**src/rtl/wait_merge_n_pkg.sv**
```systemverilog
// Shared types and helpers for the wait_merge_n join block.
// Holds the FSM state enum, its width, the delay-counter width and a clog2 helper.
package wait_merge_n_pkg;

   localparam int unsigned STATE_W = 2;
   localparam int unsigned DLY_W   = 8;

   typedef enum logic [STATE_W-1:0] {
      ST_IDLE      = 2'd0,
      ST_DELAY     = 2'd1,
      ST_WAIT_FREE = 2'd2
   } state_e;

   function automatic int unsigned clog2_f(input int unsigned value);
      int unsigned r;
      r = 0;
      for (int unsigned v = value - 1; v != 0; v = v >> 1) begin
         r++;
      end
      return r;
   endfunction

endpackage

```
**src/rtl/wait_merge_chcnt.sv**
```systemverilog
// Per-channel pending-event counter, saturating at DEPTH.
// A drive arriving while full with no same-cycle consume is dropped and sets a sticky overflow flag.
module wait_merge_chcnt #(
   parameter int unsigned DEPTH = 2,
   parameter int unsigned CW    = 2
) (
   input  logic clk,
   input  logic rst,
   input  logic i_inc,
   input  logic i_dec,
   output logic o_avail,
   output logic o_ovf
);

   localparam logic [CW-1:0] FULL = CW'(DEPTH);

   logic [CW-1:0] cnt_q, cnt_d;
   logic          ovf_q, ovf_d;

   always_comb begin
      cnt_d = cnt_q;
      ovf_d = ovf_q;
      if (i_inc && !i_dec) begin
         if (cnt_q == FULL) begin
            ovf_d = 1'b1;
         end else begin
            cnt_d = cnt_q + CW'(1);
         end
      end else if (!i_inc && i_dec) begin
         cnt_d = cnt_q - CW'(1);
      end
   end

   always_ff @(posedge clk or posedge rst) begin
      if (rst) begin
         cnt_q <= '0;
         ovf_q <= 1'b0;
      end else begin
         cnt_q <= cnt_d;
         ovf_q <= ovf_d;
      end
   end

   // A same-cycle drive counts as available so a join can complete on the arriving edge.
   assign o_avail = (cnt_q != '0) || i_inc;
   assign o_ovf   = ovf_q;

endmodule

```
**src/rtl/wait_merge_n.sv**
```systemverilog
// N-channel join: waits for one pending drive on every enabled channel, issues a delayed
// merged drive downstream, and returns per-channel frees when downstream frees.
module wait_merge_n
   import wait_merge_n_pkg::*;
#(
   parameter int unsigned N_CH      = 4,
   parameter int unsigned DEPTH     = 2,
   parameter int unsigned DELAY_CYC = 2
) (
   input  logic            clk,
   input  logic            rst,
   input  logic [N_CH-1:0] i_drive,
   output logic [N_CH-1:0] o_free,
   input  logic [N_CH-1:0] i_chEn,
   output logic            o_driveNext,
   input  logic            i_freeNext,
   output logic [N_CH:0]   o_err,
   output logic            o_busy
);

   localparam int unsigned      CW       = clog2_f(DEPTH + 1);
   localparam logic [DLY_W-1:0] DLY_LOAD = DLY_W'(DELAY_CYC);

   state_e            state_q, state_d;
   logic [DLY_W-1:0]  dly_q, dly_d;
   logic [N_CH-1:0]   grp_mask_q, grp_mask_d;
   logic [N_CH-1:0]   free_q, free_d;
   logic              drive_next_q, drive_next_d;
   logic              err_free_q, err_free_d;

   logic [N_CH-1:0]   avail;
   logic [N_CH-1:0]   ovf;
   logic [N_CH-1:0]   dec;
   logic              fire;

   for (genvar g = 0; g < N_CH; g++) begin : g_ch
      wait_merge_chcnt #(
         .DEPTH (DEPTH),
         .CW    (CW)
      ) u_cnt (
         .clk     (clk),
         .rst     (rst),
         .i_inc   (i_drive[g]),
         .i_dec   (dec[g]),
         .o_avail (avail[g]),
         .o_ovf   (ovf[g])
      );
   end

   // Fire is held off during the o_free cycle so a new group starts only on the following IDLE cycle.
   assign fire = (state_q == ST_IDLE) && (free_q == '0) && (i_chEn != '0)
                 && ((avail & i_chEn) == i_chEn);
   assign dec  = fire ? i_chEn : '0;

   always_comb begin
      state_d      = state_q;
      dly_d        = dly_q;
      grp_mask_d   = grp_mask_q;
      free_d       = '0;
      drive_next_d = 1'b0;
      err_free_d   = err_free_q | (i_freeNext && (state_q != ST_WAIT_FREE));
      case (state_q)
         ST_IDLE: begin
            if (fire) begin
               grp_mask_d = i_chEn;
               dly_d      = DLY_LOAD;
               if (DELAY_CYC == 0) begin
                  drive_next_d = 1'b1;
                  state_d      = ST_WAIT_FREE;
               end else begin
                  state_d = ST_DELAY;
               end
            end
         end
         ST_DELAY: begin
            dly_d = dly_q - DLY_W'(1);
            if (dly_q == DLY_W'(1)) begin
               drive_next_d = 1'b1;
               state_d      = ST_WAIT_FREE;
            end
         end
         ST_WAIT_FREE: begin
            if (i_freeNext) begin
               free_d  = grp_mask_q;
               state_d = ST_IDLE;
            end
         end
         default: begin
            state_d = ST_IDLE;
         end
      endcase
   end

   always_ff @(posedge clk or posedge rst) begin
      if (rst) begin
         state_q      <= ST_IDLE;
         dly_q        <= '0;
         grp_mask_q   <= '0;
         free_q       <= '0;
         drive_next_q <= 1'b0;
         err_free_q   <= 1'b0;
      end else begin
         state_q      <= state_d;
         dly_q        <= dly_d;
         grp_mask_q   <= grp_mask_d;
         free_q       <= free_d;
         drive_next_q <= drive_next_d;
         err_free_q   <= err_free_d;
      end
   end

   assign o_free      = free_q;
   assign o_driveNext = drive_next_q;
   assign o_err       = {err_free_q, ovf};
   assign o_busy      = (state_q != ST_IDLE);

endmodule

```
**config.mk**
```make
export PLATFORM = sky130hd
export DESIGN_NAME = wait_merge_n
export DESIGN_NICKNAME = d
export VERILOG_FILES = /design/src/rtl/wait_merge_n_pkg.sv /design/src/rtl/wait_merge_chcnt.sv /design/src/rtl/wait_merge_n.sv
export SDC_FILE = /design/constraint.sdc
export NUM_CORES = 1
export LEC_CHECK = 0
export CAP_MARGIN = 20
export CORE_MARGIN = 2
export CORE_UTILIZATION = 54
export CTS_CLUSTER_SIZE = 24
export DETAILED_ROUTE_END_ITERATION = 8
export GPL_ROUTABILITY_DRIVEN = 0
export GPL_TIMING_DRIVEN = 0
export PLACE_DENSITY = 0.79
export SLEW_MARGIN = 40
export SYNTH_ARGS = -nofsm -noshare
export SYNTH_HDL_FRONTEND = slang
export SYNTH_HIERARCHICAL = 1
export SYNTH_SLANG_ARGS = --single-unit
```
**constraint.sdc**
```tcl
create_clock -name clk -period 2.7 [get_ports clk]
set_input_delay 0.405 -clock clk [delete_from_list [all_inputs] [get_ports clk]]
set_output_delay 0.405 -clock clk [all_outputs]
set_load 0.01 [all_outputs]
```
# Yosys cells after proc, flatten, opt, wreduce, memory -nomap -nowiden

Cells that the tools add are included.
Widths: inputs -> output; s select.

Output and inout port bits: 11
Flip-flop bits (word level): 32

Bitwise operators: 2
Add/subtract/negate cells: 9
Equal/unequal tests: 16
Multiplexer cells: 23
Reduce and logical (&&, ||, !) cells: 48

Operators by type and width:

| operator            | number |
|---|---|
| $mux 2              | 15 |
| $reduce_and 2->1    | 10 |
| $reduce_bool 2->1   | 10 |
| $ne 2x2->1 const B  | 8 |
| $pmux 8 s2          | 1 |
| $logic_and 1x1->1   | 12 |
| $mux 4              | 3 |
| $eq 2x2->1 const B  | 5 |
| $add 2x1->2 const B | 4 |
| $eq 8x1->1 const B  | 1 |
| $logic_not 1->1     | 8 |
| $mux 8              | 1 |
| $sub 2x1->2 const B | 4 |
| $sub 8x1->8 const B | 1 |
| $pmux 2 s3          | 1 |
| $and 4x4->4         | 1 |
| $eq 4x4->1          | 1 |
| $logic_not 4->1     | 1 |
| $logic_or 1x1->1    | 4 |
| $reduce_bool 4->1   | 1 |
| $reduce_and 3->1    | 1 |
| $eq 2x1->1 const B  | 1 |
| $logic_not 2->1     | 1 |
| $mux 1              | 2 |
| $or 1x1->1          | 1 |

# Depth between registers and ports, before layout

Word-level depth: 10
Mapped depth: 9
Gate-level depth less buffers: 8

# Modules after synthesis

The synthesis kept the hierarchy.

Modules (own cells, without submodules):

| module           | times used | cells an instance | area an instance (um^2) |
|---|---|---|---|
| wait_merge_n     | 1          | 98                | 987.2 |
| wait_merge_chcnt | 4          | 16                | 162.7 |

# Worst setup path after synthesis

Ideal clock, no wire load.

Path type: reg-to-reg
Start: register free_q[1], in the netlist o_free[1]
End: register g_ch[0].u_cnt.ovf_q
Clock period less this slack: 2.284 ns
Data arrival time: 2.156 ns
Cell stages (with the launch flop): 6
Required time: 2.573 ns
Setup slack: 0.416 ns
Cells stage by stage: dfrtp_1 > or4_1 > a211o_1 > nor4_1 > nor4bb_1 > or2_2

Cells in the longest elaborated chain, start to end: 8

Ends and longest elaborated chain:

| element                           | RTL line               | source |
|---|---|---|
| start: declaration                | wait_merge_n.sv:27     | `logic [N_CH-1:0] free_q, free_d;` |
| start signal: assignment          | wait_merge_n.sv:106    | `free_q <= free_d;` |
| $logic_not 4->1                   | wait_merge_n.sv:51     | `assign fire = (state_q == ST_IDLE) && (free_q == '0) && (i_chEn != '0)` |
| $logic_and 1x1->1 (2 in a row)    | wait_merge_n.sv:51     |  |
| $logic_and 1x1->1                 | wait_merge_n.sv:52     | `&& ((avail & i_chEn) == i_chEn);` |
| $mux 4                            | wait_merge_n.sv:53     | `assign dec = fire ? i_chEn : '0;` |
| via dec[0]                        | wait_merge_n.sv:33     | `logic [N_CH-1:0] dec;` |
| $logic_not 1->1                   | wait_merge_chcnt.sv:23 | `if (i_inc && !i_dec) begin` |
| $logic_and 1x1->1                 | wait_merge_chcnt.sv:23 |  |
| $reduce_and 2->1 (no source line) | -                      |  |
| end signal: assignment            | wait_merge_chcnt.sv:40 | `ovf_q <= ovf_d;` |
| end: declaration                  | wait_merge_chcnt.sv:18 | `logic ovf_q, ovf_d;` |

The timed path passes the listed nets, and every way through them passes these cells.
A chain may end at the register's enable or synchronous reset.

# Worst setup path after layout

Start: register free_q[1], in the netlist o_free[1]
End: register g_ch[2].u_cnt.cnt_q[1]

Cells in the longest elaborated chain, start to end: 9
Elaborated cells between the ends (all ways): 12
Those cells by class: eq/ne (1); mux (2); reduce/logical (9)

Ends and longest elaborated chain:

| element                                                          | RTL line               | source |
|---|---|---|
| $logic_not 4->1 (*)                                              | wait_merge_n.sv:51     |  |
| $logic_and 1x1->1 (*) (2 in a row)                               | wait_merge_n.sv:51     |  |
| $logic_and 1x1->1 (*)                                            | wait_merge_n.sv:52     |  |
| $mux 4 (*)                                                       | wait_merge_n.sv:53     |  |
| via dec[2]                                                       | wait_merge_n.sv:33     |  |
| $logic_not 1->1                                                  | wait_merge_chcnt.sv:23 |  |
| $logic_and 1x1->1                                                | wait_merge_chcnt.sv:23 |  |
| $ne 2x2->1 (no source line) or $reduce_bool 2->1 (tied branches) | -                      |  |
| $reduce_and 2->1 (no source line)                                | -                      |  |
| end signal: assignment                                           | wait_merge_chcnt.sv:39 | `cnt_q <= cnt_d;` |
| end: declaration                                                 | wait_merge_chcnt.sv:17 | `logic [CW-1:0] cnt_q, cnt_d;` |

Mark *: on every way through the listed nets, which the timed path passes. The rest lies on a longest branch.

==> results.sh <==
export IMPL_outcome="finished clean"
export IMPL_syn_area_um2=1640
export IMPL_synthCells=162
export IMPL_vdd_drop_max_mv=0.413
export IMPL_powerDensity_nw_per_um2=887
export IMPL_root_buffer="clkbuf_4"
export IMPL_timing_rr_end="g_ch[2].u_cnt/cnt_q[1]"
export IMPL_clock_latency_ns=0.33
export IMPL_htreeDepth=2
export IMPL_post_dp_hpwl_mm=2.30
export IMPL_arrival_ns=2.74
export IMPL_dr_first_iter_drc_count=32
export IMPL_grt_pass1_vias=1268
export IMPL_slowest_delay_ns=0.52
export IMPL_drive_gt1_share_pct=16.1
export IMPL_clkTransAtPathRegs_ns=0.09
export IMPL_reg2reg_slack_ns=0.22
export IMPL_synth_area_top_cells="dfrtp_1 (49%), xor2_1 (4.8%), nand2_1 (3.0%)"
export IMPL_fp_dieArea_um2=3490
export IMPL_cts_tree="built"
export IMPL_avgViaCountPerCell=5.57
export IMPL_p_leak_nw=0.881
export IMPL_reg2reg_from="o_free[1]"
export IMPL_avgSynthCellArea_um2=10.1
export IMPL_drc_errors=0
export IMPL_port_buffers=21
export IMPL_grt_use_total_pct=21.5
export IMPL_cts_setup_buffers=0
export IMPL_holdBufCountCts=0
export IMPL_antennaDiodeCount=0
export IMPL_crit_family="simple AND/OR/NAND/NOR gates"
export IMPL_final_setup_viol_count=0
export IMPL_rsz0062_at_grt="no"
export IMPL_worst_path_buf_inv=1
export IMPL_core_um2=2830
export IMPL_cts_buffers=5
export IMPL_slew_violations=0
export IMPL_required_ns=2.96
export IMPL_hold_path_class="in -> async"
export IMPL_finClkSkew_ns=0.0111
export IMPL_instances_no_fill=223
export IMPL_fin_tns_setup_ns=0
export IMPL_critPathLaunchType="flip-flop"
export IMPL_reg2reg_depth=8
export IMPL_end_kind="flip-flop"
export IMPL_synth_top_cell_area_share_pct=48.9
export IMPL_route_vias_total=1241
export IMPL_slew_headroom_pct=53.4
export IMPL_synth_top_area_cell="dfrtp_1"
export IMPL_fmax_mhz=403
export IMPL_antenna_found_initial=0
export IMPL_hold_violations=0
export IMPL_final_cell_mix="dfrtp_1 (32), clkdlybuf4s50_1 (21), nand2_1 (13)"
export IMPL_final_common_cell="dfrtp_1"
export IMPL_period_needed_ns=2.48
export IMPL_io_pins=22
export IMPL_start_util_pct=57.9
export IMPL_cts_resized=0
export IMPL_cap_violations=0
export IMPL_nets=205
export IMPL_clkSinkCount=32
export IMPL_grt_start_max_net_pins=21
export IMPL_path_cells="or4_1 -> a211o_1 -> nor3_4 -> buf_6 -> and2_1 -> nand2b_1 -> o22ai_1 -> xor2_1"
export IMPL_grt_pass1_wl_mm=5.53
export IMPL_clk_path_buf_depth=2
export IMPL_area_growth_synth_to_final_pct=19.7
export IMPL_die_h_um=59.1
export IMPL_critPathKind="reg -> reg"
export IMPL_period_share_pct=91.8
export IMPL_die_x_um=59.1
export IMPL_ys_warn_count=6
export IMPL_wl_per_cell_um=13.9
export IMPL_synth_cell_type_count=38
export IMPL_tightestPinTransition_ns=0.695
export IMPL_final_area_um2=1960
export IMPL_std_cell_rows=19
export IMPL_ys_ff_latch=32
export IMPL_crit_slowest_cell="or4_1"
export IMPL_yosysSeqAreaShare_pct=48.9
export IMPL_firstDrtPassIters=4
export IMPL_crit_fanout=10
export IMPL_syn_nets=175
export IMPL_placed_area_um2=1890
export IMPL_routed_wl_mm=3.10
export IMPL_place_inst=214
export IMPL_final_antenna_net_count=0
export IMPL_grt_overflow=0
[per-layer routing]
layer	routed length (µm)	GRT usage [%]
met5	0	0
met4	51	9.09
met3	104	6.55
met2	1480	35.6
met1	1460	26.0
[flip-flops by register name, summed over array words and instances (netlist names)]
register / flops
dly_q: 8
err_free_q: 1
g_ch.u_cnt/cnt_q: 8
g_ch.u_cnt/o_ovf: 4
grp_mask_q: 4
o_driveNext: 1
o_free: 4
state_q: 2
[worst reg2reg max path, stage by stage, from the launching register on]
cell,delay (ns)
dfrtp_1,0.39
or4_1,0.53
a211o_1,0.38
nor3_4,0.26
buf_6,0.17
and2_1,0.25
nand2b_1,0.08
o22ai_1,0.20
xor2_1,0.16
[worst max-delay path by stage]
stage | start | end | slack (ns) | cells after the start
after floorplan | o_free[1] | g_ch[0].u_cnt/o_ovf | 0.42 | 5
after global placement | i_drive[2] | g_ch[0].u_cnt/o_ovf | -0.001 | 7
after detailed placement | i_drive[2] | g_ch[0].u_cnt/cnt_q[1] | -0.17 | 8
after CTS | o_free[1] | g_ch[0].u_cnt/cnt_q[1] | 0.12 | 6
after global routing | o_free[1] | g_ch[2].u_cnt/cnt_q[1] | 0.03 | 8
final | o_free[1] | g_ch[2].u_cnt/cnt_q[1] | 0.22 | 8
[cell type report]
class,instances,area (µm²)
Inverter,11,41.3
Buffer,4,26.3
Tap cell,31,38.8
Clock buffer,6,41.3
Fill cell,232,868
Multi-Input combinational cell,115,782
Clock inverter,1,5.00
Sequential cell,32,801
Timing Repair Buffer,23,225
[report_power, final]
part / switching (mW) / internal (mW) / total [mW]
sequential: 0.156 / 0.644 / 0.800
clock: 0.153 / 0.0957 / 0.249
combinational: 0.339 / 0.351 / 0.690
total: 0.648 / 1.09 / 1.74
[synthesized netlist by cell type (all sizes together)]
cell type	n
a211o	1
a21o	2
a21oi	4
a22oi	1
a2bb2oi	1
and2	3
and2b	4
and3	5
buf	2
clkbuf	2
dfrtp	32
ha	2
inv	11
mux2	4
mux2i	1
nand2	13
nand2b	5
nand3	2
nand4b	2
nor2	9
nor2b	3
nor3	8
nor3b	4
nor4	3
nor4bb	4
o211ai	1
o21a	1
o21ai	4
o22ai	6
or2	5
or3	5
or3b	1
or4	1
xnor2	1
xor2	9
[per-stage QoR]
step,power (mW),setup WS (ns),hold WS (ns),utilization (%)
detailed placement,1.48,-0.172,0.449,66.7
global placement,1.43,-0.00140,0.441,66.7
global route,1.89,0.0315,0.398,69.3
CTS,1.73,0.122,0.368,68.3
floorplan,1.29,0.416,0.159,-
finish,1.74,0.221,0.396,69.3
[cell families (layout without fill, tap and decap cells)]
group | after synthesis | in the layout | share of synthesized area, %
compound gates | 21 | 21 | 8.10
buf+inv | 15 | 45 | 4.13
fa+ha+maj | 2 | 2 | 1.53
xor+xnor | 10 | 10 | 5.35
mux | 5 | 5 | 3.36
flops | 32 | 32 | 48.9
simple gates | 77 | 77 | 28.6
Power figures use the tool's default switching activity.
==> RTL change, RTL diff (same flow settings) <==
Encoding of `state_e`: now one-hot (3 bits for 3 states).
--- a/src/rtl/wait_merge_n_pkg.sv
+++ b/src/rtl/wait_merge_n_pkg.sv
@@ -6,8 +6,8 @@
    localparam int unsigned DLY_W   = 8;
 
-   typedef enum logic [STATE_W-1:0] {
-      ST_IDLE      = 2'd0,
-      ST_DELAY     = 2'd1,
-      ST_WAIT_FREE = 2'd2
+   typedef enum logic [2:0] {
+      ST_IDLE      = 3'b001,
+      ST_DELAY     = 3'b010,
+      ST_WAIT_FREE = 3'b100
    } state_e;
 
Formal check against the unedited RTL: same outputs for any inputs over 10 cycles, from zero or initial values and one cycle with rst high; not proved beyond that.
==> RTL change against the original RTL <==
  * Fmax grew 0.88%
  * Cell area grew 5.0%
  * Sequential cell count grew 1
  * Count of clock-buffer cells in the layout grew 2
  * Critical path type is now input port to flop
  * Highest routed layer unchanged
  * Wire length grew 2.7%
  * First-iteration DRC count shrank 38%
  * Synthesized area grew 5.9%
  * Worst setup slack gained 0.022 ns
  * Power grew 9.1%
==> RTL change: results (changes against the original RTL) <==
stage,metric,value,unit,change
synthesis,Syn Nets,178,,+1.7%
routing,DR WL met3,146,um,+40%
global_routing,met2 usage,29.8,%,-5.8 points
synthesis,Synth Register Bits,33,,+3.1%
synthesis,post-synthesis mux area share,2.60,%,-0.76 points
sta,Worst Skew,0.00636,ns,-0.00476 ns
run_status,status,completed,,
clocking,"Clk Latency, worst-skew pair",0.33,ns,about the same
routing,top sig layer,met4,,
global_routing,All-Layer GR Usage,20.0,%,-1.5 points
synthesis,Synth Area in XOR/XNOR,5.05,%,-0.30 points
routing,Initial DRC Count,20,,-38%
clocking,clock slew at reported path FFs,0.10,ns,
clocking,Post-CTS Setup Bufs,0,,unchanged
clocking,H-tree depth,2,,unchanged
clocking,clk buf depth,2,,unchanged
placement,DP Cell Count,230,,+7.5%
routing,Vias/cell,5.41,,-2.8%
global_routing,global-route track usage on met1,26.4,%,+0.41 points
placement,port buffer count,21,,unchanged
routing,wl on met1,1430,um,-2.3%
synthesis,Avg Synthesized Cell Area,10.5,sq um,+4.0%
placement,DP HPWL,2350,um,+2.2%
synthesis,post-synth cell types,42,,+11%
routing,total detailed-routing wirelength,3180,um,+2.7%
global_routing,vias in the first global route,1215,,-4.2%
global_routing,global-route wire length before repair,5310,um,-4.1%
synthesis,top post-synthesis cells by area,"dfrtp_1 46%, xor2_1 4.0%, nand2b_1 3.2%, nand2_1 3.0%, and2_1 2.9%",,
setup_path,CP Data Arrival Time,2.68,ns,-0.06 ns
placement,post-placement cell area,2000,sq um,+6.0%
synthesis,post-synthesis async set-or-reset flop share,100,%,unchanged
pwr,Sw Share,37.8,%,+0.54 points
clocking,post_cts resized,0,,unchanged
synthesis,largest family of logic cells by synthesized area,simple AND/OR/NAND/NOR gates,,
pwr,peak supply drop,499,uV,+21%
setup_path,"critical path fanouts, max",10,,unchanged
clocking,Root Buffer,clkbuf_4,,
pwr,P_leak,0.869,nW,-1.3%
sta,relative slew slack,52.4,%,-0.97 points
synthesis,adder-cell share of the synthesized area,1.44,%,-0.085 points
final_layout,filler instances,252,,+8.6%
synthesis,synth cell count leaders,"32 x dfrtp_1, 14 x nand2_1, 9 x inv_1, 9 x nand2b_1",,
synthesis,"Seq/Total Area, Yosys",47.7,%,-1.2 points
global_routing,met3 usage,6.40,%,-0.15 points
final_layout,fin cells,238,,+6.7%
final_layout,Final nets,206,,+0.49%
min_path,worst hold path class,input port to async pin,,
final_layout,largest registers,"dly_q (8), g_ch.u_cnt/cnt_q (8)",,
final_layout,diode count,0,,unchanged
synthesis,complex-gate fraction of the synthesized area,8.73,%,+0.63 points
routing,met2 WL post-DR,1540,um,+3.9%
synthesis,"Top FF cell, synth",dfrtp_1,,
global_routing,largest net degree at the start of global routing,22,,+4.8%
clocking,CTS buffer count,5,,unchanged
routing,DR pass1 iterations,4,,unchanged
global_routing,antenna violations before repair,0,,unchanged
final_layout,layout cells sized above 1,16.5,%,+0.35 points
-- RTL change: cell types whose count changed after synthesis, moves of 4 or more --
cell and delta:
and2_1 +5, and3_1 -5, mux2_1 +4, mux2_2 -4, nand2b_1 +4, nor2_1 -5
-- RTL change: stage by stage --
step	utilization (%)	worst slack (ns)
floorplan	-	0.579
CTS	67.4	0.240
finish	67.4	0.242
global route	67.4	0.125
detailed placement	65.5	-0.127
global placement	65.5	-0.0690
-- RTL change: path summary, 6_finish.rpt --
check	start	endpoint	slack, ns	depth (start not counted)
min reg2reg	err_free_q	err_free_q	0.47	1
min	rst	g_ch[3].u_cnt/cnt_q[1]	0.40	2
min in group clk	err_free_q	err_free_q	0.47	1
max reg2reg	g_ch[3].u_cnt/cnt_q[0]	g_ch[1].u_cnt/cnt_q[0]	0.35	8
max	i_drive[3]	g_ch[1].u_cnt/cnt_q[0]	0.24	9
max in group asynchronous	rst	state_q[0]	1.77	2
-- RTL change: cell type report --
class,instances,area (sq um),area share [%]
multi-input combinational,120,846,41.1
sequential,33,827,40.2
timing repair buffer,21,210,10.2
clock buffer,8,58.8,2.86
tap,44,55.1,2.67
inverter,9,33.8,1.64
buffer,3,27.5,1.34
-- RTL change: worst max-delay path: stages --
cell	delay, ns
clkdlybuf4s50_1	0.50
or3_2	0.45
o2111ai_1	0.40
nor2_4	0.12
buf_8	0.17
and2_1	0.22
and2b_2	0.22
nor3_1	0.14
a21oi_1	0.06
-- RTL change: power groups by stage --
stage,clock network [mW],logic [mW],registers [mW]
5_1_grt,0.324,0.851,0.869
2_1_floorplan,0,0.609,0.805
3_3_place_gp,0,0.729,0.830
6_report,0.292,0.763,0.842
4_1_cts,0.300,0.768,0.838
3_5_place_dp,0,0.761,0.850
